==> config.mk <==
export PLATFORM = sky130hd
export DESIGN_NAME = pipe_ctrl
export DESIGN_NICKNAME = d
export VERILOG_FILES = /design/src/rtl/riscv_pkg.sv /design/src/rtl/hazard_ld.sv /design/src/rtl/pipe_ctrl.sv
export SDC_FILE = /design/constraint.sdc
export NUM_CORES = 1
export LEC_CHECK = 0
export ABC_AREA = 1
export ABC_CLOCK_PERIOD_IN_PS = 3400
export CAP_MARGIN = 15
export CORE_ASPECT_RATIO = 0.75
export CORE_UTILIZATION = 25
export CTS_CLUSTER_DIAMETER = 150
export DETAILED_ROUTE_END_ITERATION = 12
export PLACE_DENSITY = 0.85
export SLEW_MARGIN = 20
export SYNTH_ARGS = -nofsm -noshare
export SYNTH_HDL_FRONTEND = slang
export SYNTH_SLANG_ARGS = --single-unit
==> constraint.sdc <==
create_clock -name clk -period 3.4 [get_ports clk]
set_clock_uncertainty 0.2 [all_clocks]
set_input_delay 0.34 -clock clk [delete_from_list [all_inputs] [get_ports clk]]
set_output_delay 0.34 -clock clk [all_outputs]
set_load 0.02 [all_outputs]
==> src/rtl/riscv_pkg.sv <==
// Shared RV32I decode helpers: opcode[6:2] constants and register-use predicates.
package riscv_pkg;

  localparam logic [4:0] R_TYPE     = 5'b01100;
  localparam logic [4:0] I_CAL      = 5'b00100;
  localparam logic [4:0] I_LOAD     = 5'b00000;
  localparam logic [4:0] S_TYPE     = 5'b01000;
  localparam logic [4:0] B_TYPE     = 5'b11000;
  localparam logic [4:0] LUI_TYPE   = 5'b01101;
  localparam logic [4:0] AUIPC_TYPE = 5'b00101;
  localparam logic [4:0] JAL_TYPE   = 5'b11011;
  localparam logic [4:0] JALR_TYPE  = 5'b11001;

  function automatic logic uses_rs1(input logic [4:0] op);
    case (op)
      R_TYPE, I_CAL, I_LOAD, S_TYPE, B_TYPE, JALR_TYPE: uses_rs1 = 1'b1;
      default:                                          uses_rs1 = 1'b0;
    endcase
  endfunction

  function automatic logic uses_rs2(input logic [4:0] op);
    case (op)
      R_TYPE, S_TYPE, B_TYPE: uses_rs2 = 1'b1;
      default:                uses_rs2 = 1'b0;
    endcase
  endfunction

endpackage

==> src/rtl/hazard_ld.sv <==
// Load-use detector: a valid load in X whose rd (non-x0) is read by the valid instruction in D.
module hazard_ld
  import riscv_pkg::*;
(
  input  logic [31:0] instD,
  input  logic [31:0] instX,
  input  logic        validD,
  input  logic        validX,
  output logic        stall_ld
);

  logic [4:0] op_d, rs1_d, rs2_d, rd_x;
  logic       load_x, hit1, hit2;
  logic       unused_bits;

  assign op_d  = instD[6:2];
  assign rs1_d = instD[19:15];
  assign rs2_d = instD[24:20];
  assign rd_x  = instX[11:7];

  assign load_x = validX && (instX[6:2] == I_LOAD) && (rd_x != 5'd0);
  assign hit1   = uses_rs1(op_d) && (rs1_d == rd_x);
  assign hit2   = uses_rs2(op_d) && (rs2_d == rd_x);

  assign stall_ld = load_x && validD && (hit1 || hit2);

  assign unused_bits = ^{instD[31:25], instD[14:7], instD[1:0], instX[31:12], instX[1:0]};

endmodule

==> src/rtl/pipe_ctrl.sv <==
// 5-stage pipeline sequencer: valid bits, kills, load-use stall, memory wait states.
// Optional performance counters are built when PIPE_CTRL_PERF_EN is defined.
module pipe_ctrl #(
  parameter int CNT_W = 32
) (
  input  logic        clk,
  input  logic        rst,
  input  logic [31:0] instD,
  input  logic [31:0] instX,
  input  logic        killD_req_next,
  input  logic        killX_req_next,
  input  logic        imem_ready,
  input  logic        dmem_busy,
  output logic        validF,
  output logic        validD,
  output logic        validX,
  output logic        validM,
  output logic        validW,
  output logic        pc_en,
  output logic        enD,
  output logic        enX,
  output logic        enM,
  output logic        enW,
  output logic        stall_ld
`ifdef PIPE_CTRL_PERF_EN
  ,
  output logic [CNT_W-1:0] perf_stall_cnt,
  output logic [CNT_W-1:0] perf_kill_cnt,
  output logic [CNT_W-1:0] perf_freeze_cnt
`endif
);

  logic pend_d, pend_x;
  logic freeze, kill_d, kill_x, kill, stall;

  hazard_ld u_hazard (
    .instD    (instD),
    .instX    (instX),
    .validD   (validD),
    .validX   (validX),
    .stall_ld (stall_ld)
  );

  // Kills requested during a freeze are parked in pend_* and replayed on release.
  assign freeze = dmem_busy;
  assign kill_d = killD_req_next | pend_d;
  assign kill_x = killX_req_next | pend_x;
  assign kill   = kill_d | kill_x;
  assign stall  = stall_ld & ~kill;

  always_comb begin
    pc_en = 1'b0;
    enD   = 1'b0;
    enX   = 1'b0;
    enM   = 1'b0;
    enW   = 1'b0;
    if (!rst) begin
      if (freeze) begin
        enW = 1'b1;
      end else begin
        pc_en = kill | (~stall & imem_ready);
        enD   = ~stall;
        enX   = 1'b1;
        enM   = 1'b1;
        enW   = 1'b1;
      end
    end
  end

  always_ff @(posedge clk) begin
    if (rst) begin
      validF <= 1'b0;
      validD <= 1'b0;
      validX <= 1'b0;
      validM <= 1'b0;
      validW <= 1'b0;
      pend_d <= 1'b0;
      pend_x <= 1'b0;
    end else if (freeze) begin
      validW <= 1'b0;
      pend_d <= pend_d | killD_req_next;
      pend_x <= pend_x | killX_req_next;
    end else begin
      validF <= 1'b1;
      // An instruction fetched while imem is not ready is never valid.
      validD <= stall ? validD : (validF & imem_ready & ~kill_d);
      validX <= validD & ~stall & ~kill_x;
      validM <= validX;
      validW <= validM;
      pend_d <= 1'b0;
      pend_x <= 1'b0;
    end
  end

`ifdef PIPE_CTRL_PERF_EN
  always_ff @(posedge clk) begin
    if (rst) begin
      perf_stall_cnt  <= '0;
      perf_kill_cnt   <= '0;
      perf_freeze_cnt <= '0;
    end else begin
      if (!freeze && stall && perf_stall_cnt != '1)
        perf_stall_cnt <= perf_stall_cnt + 1'b1;
      if (!freeze && kill && perf_kill_cnt != '1)
        perf_kill_cnt <= perf_kill_cnt + 1'b1;
      if (freeze && perf_freeze_cnt != '1)
        perf_freeze_cnt <= perf_freeze_cnt + 1'b1;
    end
  end
`else
  localparam int UNUSED_CNT_W = CNT_W;
`endif

endmodule

Word level (Yosys, flattened, before mapping)
Cells that the tools add are included.
{ "totals": {"register_bits": 7, "in_bits": 70} }
{ "op_classes": {"eq_ne": 7, "mux": 9, "n_bitwise": 15, "n_reduce_logical": 15} }
{ "op_table": {"columns": ["op", "count"], "rows": [
  ["equality test 5 x 4 -> 1 bit, second input constant", 2],
  ["equality test 5 bit", 2],
  ["equality test 5 bit, second input constant", 2],
  ["zero test 5 bit", 2],
  ["2-to-1 mux 1 bit", 9],
  ["AND 1 bit", 6],
  ["logical AND 1 bit", 6],
  ["OR reduction 6 bit", 1],
  ["equality test 5 x 3 -> 1 bit, second input constant", 1],
  ["inverter 1 bit", 5],
  ["nonzero test 5 bit", 1],
  ["bitwise OR 1 bit", 4],
  ["OR reduction 2 bit", 2],
  ["OR reduction 3 bit", 1],
  ["AND reduction 2 bit", 1],
  ["logical OR 1 bit", 1]
]} }

Longest topological paths before layout
Gate-level depths: netlist of the first run.
{ "depth": {"word_depth": 12, "depth_mapped": 11, "mapped_depth_nobuf": 11} }

Cells and area by module
A second synthesis of the first run with hierarchy kept.
{ "hier_totals": {"hier_cells": 109, "area_unflattened_um2": 603.1} }
{ "by_module_without_submodules": {"columns": ["mod", "n_inst", "cells_per_inst", "area_each_um2", "seq_area_each_um2"], "rows": [
  ["pipe_ctrl", 1, 38, 312.8, 140.1],
  ["hazard_ld", 1, 71, 290.3, 0.0]
]} }

Worst setup path after synthesis of the first run
No wires, ideal clock.
{ "synth_path": {"kind": "input port to output port", "startpoint": "in instD[3]", "endpoint": "out stall_ld", "arrival_time_ns": 1.254, "required_time_ns": 2.860, "slack_ns": 1.606, "cell_stages": 7, "n_path_buf": 0, "path_cell_list": "nor2_1 nand2_1 a21oi_1 nand3_2 nand2_2 inv_1 nor3_1"} }
{ "synth_between": {"elab_chain_len": 6} }
{ "synth_lines": {"columns": ["item", "line_no", "text"], "rows": [
  ["start: declaration", "pipe_ctrl.sv:8", "input logic [31:0] instD,"],
  ["equality test 5 x 3 -> 1 bit (tied with other cells)", "riscv_pkg.sv:15", "case (op)"],
  ["OR reduction 6 bit or OR reduction 3 bit (tied branches)", "riscv_pkg.sv:15, riscv_pkg.sv:22", null],
  ["2-to-1 mux 1 bit (on tied branches)", "riscv_pkg.sv:15, riscv_pkg.sv:22", null],
  ["logical AND 1 bit (on tied branches)", "hazard_ld.sv:22, hazard_ld.sv:23", null],
  ["logical OR 1 bit *", "hazard_ld.sv:25", "assign stall_ld = load_x && validD && (hit1 || hit2);"],
  ["logical AND 1 bit *", "hazard_ld.sv:25", null],
  ["end: declaration", "pipe_ctrl.sv:24", "output logic stall_ld"]
]} }
Mark *: on every way between the ends. The rest lies on a longest branch, timed or not.

Final worst setup path of the first run
{ "layout_path": {"startpoint": "in instX[10]", "endpoint": "out pc_en"} }
{ "layout_between": {"elab_chain_len": 10} }
{ "layout_lines": {"columns": ["item", "line_no", "text"], "rows": [
  ["start: declaration", "pipe_ctrl.sv:9", "input logic [31:0] instX,"],
  ["equality test 5 bit (tied with other cells)", "hazard_ld.sv:22", "assign hit1 = uses_rs1(op_d) && (rs1_d == rd_x);"],
  ["logical AND 1 bit (on tied branches)", "hazard_ld.sv:22, hazard_ld.sv:21, hazard_ld.sv:23", null],
  ["logical OR 1 bit or logical AND 1 bit (tied branches)", "hazard_ld.sv:25", null],
  ["logical AND 1 bit *", "hazard_ld.sv:25", null],
  ["AND 1 bit *", "pipe_ctrl.sv:49", "assign stall = stall_ld & ~kill;"],
  ["inverter 1 bit (no line) *", null, null],
  ["AND 1 bit *", "pipe_ctrl.sv:61", "pc_en = kill | (~stall & imem_ready);"],
  ["bitwise OR 1 bit *", "pipe_ctrl.sv:61", null],
  ["2-to-1 mux 1 bit *", "pipe_ctrl.sv:58", "if (freeze) begin"],
  ["2-to-1 mux 1 bit *", "pipe_ctrl.sv:57", "if (!rst) begin"],
  ["end: declaration", "pipe_ctrl.sv:19", "output logic pc_en,"]
]} }
Marked as above.

==> results of run 1 <==
-- worst max path at each step --
stage,slack [ps],endpoint,cells past startpoint
3_3_place_gp,740,pc_en,9
6_report,700,pc_en,9
5_1_grt,540,pc_en,12
3_5_place_dp,710,pc_en,9
4_1_cts,700,pc_en,9
2_1_floorplan,1610,stall_ld,7
-- layout make-up --
type                            instances  area share [%]
Clock buffer                            4           2.555
Inverter                               24           8.759
Multi-Input combinational cell         70           32.24
Sequential cell                         7           13.63
Tap cell                               24           2.920
Timing Repair Buffer                   41           39.90
-- metal layers --
metal	vias to the layer above	wire length, um	track usage [%]
met5	-	0	0
met4	0	0	2.927
met3	0	87	4.573
met2	23	777	24.00
met1	297	735	18.43
li1	394	-	-
-- per-stage QoR --
| stage | power [W] | worst slack (ps) | hold WS [ps] |
|---|---|---|---|
| 6_report | 0.0002559 | 700.1 | 249.6 |
| 5_1_grt | 0.0002730 | 543.3 | 305.2 |
| 4_1_cts | 0.0002582 | 701.8 | 250.9 |
| 3_5_place_dp | 0.0001804 | 714.2 | 242.9 |
| 3_3_place_gp | 0.0001784 | 736.6 | 237.8 |
| 2_1_floorplan | 0.0001256 | 1606 | 236.4 |
-- flip-flops by register name (all words and copies together), names as in the netlist --
name / cells
validM: 1
validW: 1
validD: 1
validF: 1
validX: 1
pend_x: 1
pend_d: 1
-- cells by family (layout without fill, tap and decap cells) --
family,Yosys count,count (layout),share of synthesized area [%]
compound gates,6,6,5.495
xor+xnor,2,2,3.077
buf+inv,25,69,17.14
flops,7,7,24.61
simple gates,62,62,49.67
-- power breakdown --
part / switching [W] / leakage (nW) / internal (W)
Sequential: 0.00000255 / 0.0573 / 0.0000854
Clock: 0.0000323 / 0.0150 / 0.0000449
Combinational: 0.0000391 / 0.420 / 0.0000516
-- layout by cell type, fill, tap and decap left out --
| cell type | synthesis | layout |
|---|---|---|
| o21ai_1 | 1 | 1 |
| nand2_1 | 28 | 28 |
| nand2_2 | 3 | 3 |
| nor3_4 | 1 | 1 |
| xor2_1 | 1 | 1 |
| nor2_1 | 20 | 20 |
| nand4_1 | 2 | 2 |
| a21oi_1 | 4 | 4 |
| clkbuf_1 | 0 | 1 |
| dfxtp_1 | 7 | 7 |
| nor3_1 | 2 | 2 |
| clkdlybuf4s50_1 | 0 | 41 |
| inv_1 | 20 | 20 |
| inv_2 | 4 | 4 |
| o22ai_1 | 1 | 1 |
| nand3_1 | 3 | 3 |
| nand3_2 | 3 | 3 |
| clkbuf_4 | 0 | 3 |
| xnor2_1 | 1 | 1 |
-- worst max-delay path: cells and delay by family --
| kind | cells | cell delay (ps) |
|---|---|---|
| AO/OA/AOI/OAI | 1 | 120 |
| buffers and inverters | 2 | 1160 |
| AND/OR/NAND/NOR | 5 | 360 |
| XOR/XNOR | 1 | 180 |
==> impl_metrics.toml, run 1 <==
[final_layout]
n_antenna_cell = 0
multi_input_area_um2 = 331.6
seqCellArea_um2 = 140.1
fillCellCount = 221
nets = 217
fin_util_pct = 49.76
layout-drive-gt1-share_pct = 9.589
finalInstanceArea_um2 = 1028
instances_no_fill = 170
area_growth_pct = 80.66

[place]
place_area_um2 = 1002
dp_hpwl_um = 1436
dp_cells = 166
portBuffers = 41
place_congestion = 0.7948

[floorplanning]
dieArea_um2 = 2474
ioPinCount = 81
core_area_um2 = 2067
num_rows = 14
fp.dieW_um = 57.10
die_h_um = 43.33
start_util_pct = 27.54

[logic_synthesis]
ys_types = 17
synth_top_cells_by_count = "nand2_1 (28), inv_1 (20), nor2_1 (20)"
async_flop_share_pct = 0
synth_top_area_share_pct = 24.62
synth_cells = 102
synth_top_area_cell = "dfxtp_1"
seq_area_frac_synth_pct = 24.62
ys.flop_type = "dfxtp_1"
synth-edff-count = 0
synthTopCellsByArea = "dfxtp_1 (25%), nand2_1 (18%), inv_1 (13%), nor2_1 (13%), nand3_2 (5.3%)"
synth_nets = 172
syn_area_um2 = 569.3
syn_avg_cell_area_um2 = 5.581
yosysMostFrequentCell = "nand2_1"
synth_warnings = 0
synth_seq_cells = 7

[timing]
finalCritPeriodShare_pct = 79.41
hold_viol_final = 0
worstMarginPinSlew_ps = 283.9
finalSetupViolCount = 0
tns_ps = 0
final.min_clock_period_ps = 2700
slew_headroom_pct = 81.00
rsz0062_at_grt = "false"
slew_viol_final = 0
fmax_mhz = 370.4

[worst_hold_path]
hold_path.class = "register to register"
hold_depth = 2
holdPathEnd = "validW"
min-delay-start = "validM"

[setup_path]
cpMaxStageDelayCell = "clkdlybuf4s50_1"
path_cells = "clkdlybuf4s50_1 -> xor2_1 -> nor2_1 -> nand3_2 -> nand2_2 -> nand3_2 -> nand2_1 -> a21oi_1 -> clkdlybuf4s50_1"
worstSetupStartpoint = "instX[10]"
reg2reg_slack_ps = 2150
cp-start-kind = "input port"
end_kind = "output pin"
cp.arrival_ps = 2160
r2r_end = "validX"
cp_max_fo = 4
rr_startpoint = "pend_x"
reg2reg_depth = 6
critPathKind = "input port to output pin"
worstPathRequired_ps = 2860
cpPeakStageDelay_ps = 610

[power]
p_leak_nw = 0.4923
p_per_area_nw_per_um2 = 248.8
peakVddDrop_mv = 0.1152

[global_routing]
grt_use_total_pct = 14.41
antenna_found_initial = 0
grt_pass1_vias = 637
overflow = 0
grt_pass1_wl_um = 2697
grt_max_degree = 6

[cts]
cts.clk_slew.worst_paths_ps = 50
holdBufCountCts = 0
cts_resized = 0
numCtsBuffers = 3
cts.htree.levels = 1
ctsRootBufferMaster = "clkbuf_4"
postCtsSetupBuffers = 0
tritoncts = "done"
clockBufferDepth = 2
numClockSinks = 7
clock_latency_ps = 250

[drt]
wl_per_cell_um = 9.406
drc_errors = 4
routed_wl_um = 1599
firstDrtPassIters = 9
vias_per_cell = 4.200
drt_iter0_drc = 24
ant_nets = 0
vias = 714

[flow_run]
drv_cap = 0

[status]
violations = "DRC"
status = "finished, violations left"
(Power assumes the default switching activity.)
==> run 2, diff against run 1 <==
--- a/config.mk
+++ b/config.mk
@@ -6,13 +6,13 @@
 export NUM_CORES = 1
 export LEC_CHECK = 0
 export ABC_AREA = 1
-export ABC_CLOCK_PERIOD_IN_PS = 3400
+export ABC_CLOCK_PERIOD_IN_PS = 2500
 export CAP_MARGIN = 15
 export CORE_ASPECT_RATIO = 0.75
-export CORE_UTILIZATION = 25
+export CORE_UTILIZATION = 23
 export CTS_CLUSTER_DIAMETER = 150
 export DETAILED_ROUTE_END_ITERATION = 12
-export PLACE_DENSITY = 0.85
+export PLACE_DENSITY = 0.79
 export SLEW_MARGIN = 20
 export SYNTH_ARGS = -nofsm -noshare
 export SYNTH_HDL_FRONTEND = slang
==> constraint.sdc (replaced) <==
create_clock -name clk -period 2.5 [get_ports clk]
set_clock_uncertainty 0.2 [all_clocks]
set_input_delay 0.25 -clock clk [delete_from_list [all_inputs] [get_ports clk]]
set_output_delay 0.25 -clock clk [all_outputs]
set_load 0.02 [all_outputs]
==> impl_metrics.toml, run 2 (synthesis gave the netlist of run 1 again) <==
[status]
status = "finished clean"

[timing]
final.min_clock_period_ps = 2263
whs_ps = 268.0
rsz0062_at_grt = "false"
slew_viol_final = 0
hold_viol_final = 0
slew_headroom_pct = 84.81
worstMarginPinSlew_ps = 227.1
fmax_mhz = 442.0
finalCritPeriodShare_pct = 90.50
finalSetupViolCount = 0

[setup_path]
end_kind = "output pin"
cp.arrival_ps = 1810
worstPathRequired_ps = 2050
reg2reg_depth = 6
cp_max_fo = 4
cp-start-kind = "input port"
critPathKind = "input port to output pin"

[drt]
met1Wirelength_um = 823
routed_wl_um = 1691
firstDrtPassIters = 6
drc_errors = 0
vias = 733
wl_per_cell_um = 9.291
ant_nets = 0
vias_per_cell = 4.027
wl_met2_um = 788
met3_length_um = 79
drt_iter0_drc = 14
highest_layer = "met3"

[power]
peakVddDrop_mv = 0.2244
p_int_w = 0.0002477
pwr-share-clk_pct = 29.9
seqPwrFrac_pct = 34.5
p_sw_w = 0.0001007
switching_share_pct = 28.91
p_per_area_nw_per_um2 = 329.9
combPwrFrac_pct = 35.7
p_leak_nw = 0.5237

[cts]
clockBufferDepth = 2
postCtsSetupBuffers = 0
numCtsBuffers = 3
ctsRootBufferMaster = "clkbuf_4"
cts.clk_slew.worst_paths_ps = 50
cts.htree.levels = 1
holdBufCountCts = 0
numClockSinks = 7
clock_latency_ps = 250
tritoncts = "done"

[global_routing]
grt_use_total_pct = 12.90
grt_pass1_wl_um = 2573
antenna_found_initial = 0
grt_pass1_vias = 634
grt_max_degree = 5
overflow = 0

[final_layout]
final_cell_mix = "clkdlybuf4s50_1 (38), nand2_1 (28), nor2_1 (20), inv_1 (20), dfxtp_1 (7)"
final_common_cell = "clkdlybuf4s50_1"
finalInstanceArea_um2 = 1056
nets = 219
n_antenna_cell = 0
area_growth_pct = 85.49
layout-drive-gt1-share_pct = 10.81

[floorplanning]
ioPinCount = 81
core_area_um2 = 2327
dieArea_um2 = 2680
fp.dieW_um = 59.45
start_util_pct = 24.46
die_h_um = 45.09
num_rows = 15

[flow_run]
drv_cap = 0

[place]
dp_hpwl_um = 1446
place_area_um2 = 1030
portBuffers = 41
place_congestion = 0.8209

[worst_hold_path]
hold_path.class = "register to register"
hold_depth = 2
run 2: cell count changes in the layout (fill, tap and decap cells not counted), sizes merged:
| cell | change |
|---|---|
| clkdlybuf4s50 | -3 |
| buf | +2 |
| dlygate4sd2 | +2 |
| dlymetal6s2s | +1 |
run 2: power groups by stage:
stage | Combinational (W) | Clock (W) | Sequential (W)
final | 0.000124 | 0.000104 | 0.000120
after global routing | 0.000136 | 0.000118 | 0.000120
after CTS | 0.000125 | 0.000107 | 0.000120
after detailed placement | 0.000125 | 0 | 0.000122
after global placement | 0.000123 | 0 | 0.000122
after floorplan | 0.0000460 | 0 | 0.000125
run 2: layout make-up:
type | count | area [um2]
Fill cell | 269 | 1271
Timing Repair Buffer | 43 | 425.4
Multi-Input combinational cell | 70 | 331.6
Sequential cell | 7 | 140.1
Inverter | 24 | 90.09
Tap cell | 34 | 42.54
Clock buffer | 4 | 26.28
run 2: final timing paths:
path / startpoint / slack [ps] / end
setup / recovery: instX[10] / 240 / pc_en
hold / removal: validM / 270 / validW
setup reg to reg: validD / 1160 / validX
hold reg to reg: validM / 270 / validW
run 2: per-stage QoR:
| step | setup slack [ps] | util, % | power [W] | setup TNS (ps) | std cells |
|---|---|---|---|---|---|
| 6_report | 237.4 | 45.38 | 0.0003484 | 0 | 182 |
| 5_1_grt | 131.5 | 45.38 | 0.0003736 | 0 | 182 |
| 4_1_cts | 83.14 | 45.27 | 0.0003520 | 0 | 182 |
| 3_5_place_dp | -28.17 | 44.25 | 0.0002469 | -50.45 | 178 |
| 3_3_place_gp | -18.09 | 44.25 | 0.0002449 | -24.81 | 178 |
| 2_1_floorplan | 885.9 | - | 0.0001709 | 0 | 102 |
run 2: layer usage:
metal  GRT usage (%)  up-vias
met1           17.22      318
met3           4.298        0
met4           1.429        0
met5               0        -
met2           20.90       21
li1                -      394
run 2: repair_timing:
action / 4_1_cts / 5_1_grt
resized for setup: 2 / 1
endpoints found under the hold margin: 0 / 0
endpoints found under the setup margin: 2 / 1
run 2: critical path, cell delays in order:
cell	delay (ps)
clkdlybuf4s50_1	540
xor2_1	190
nor2_1	80
nand3_2	60
nand2_2	60
nand3_2	60
nand2_1	70
a21oi_1	140
dlygate4sd2_1	350
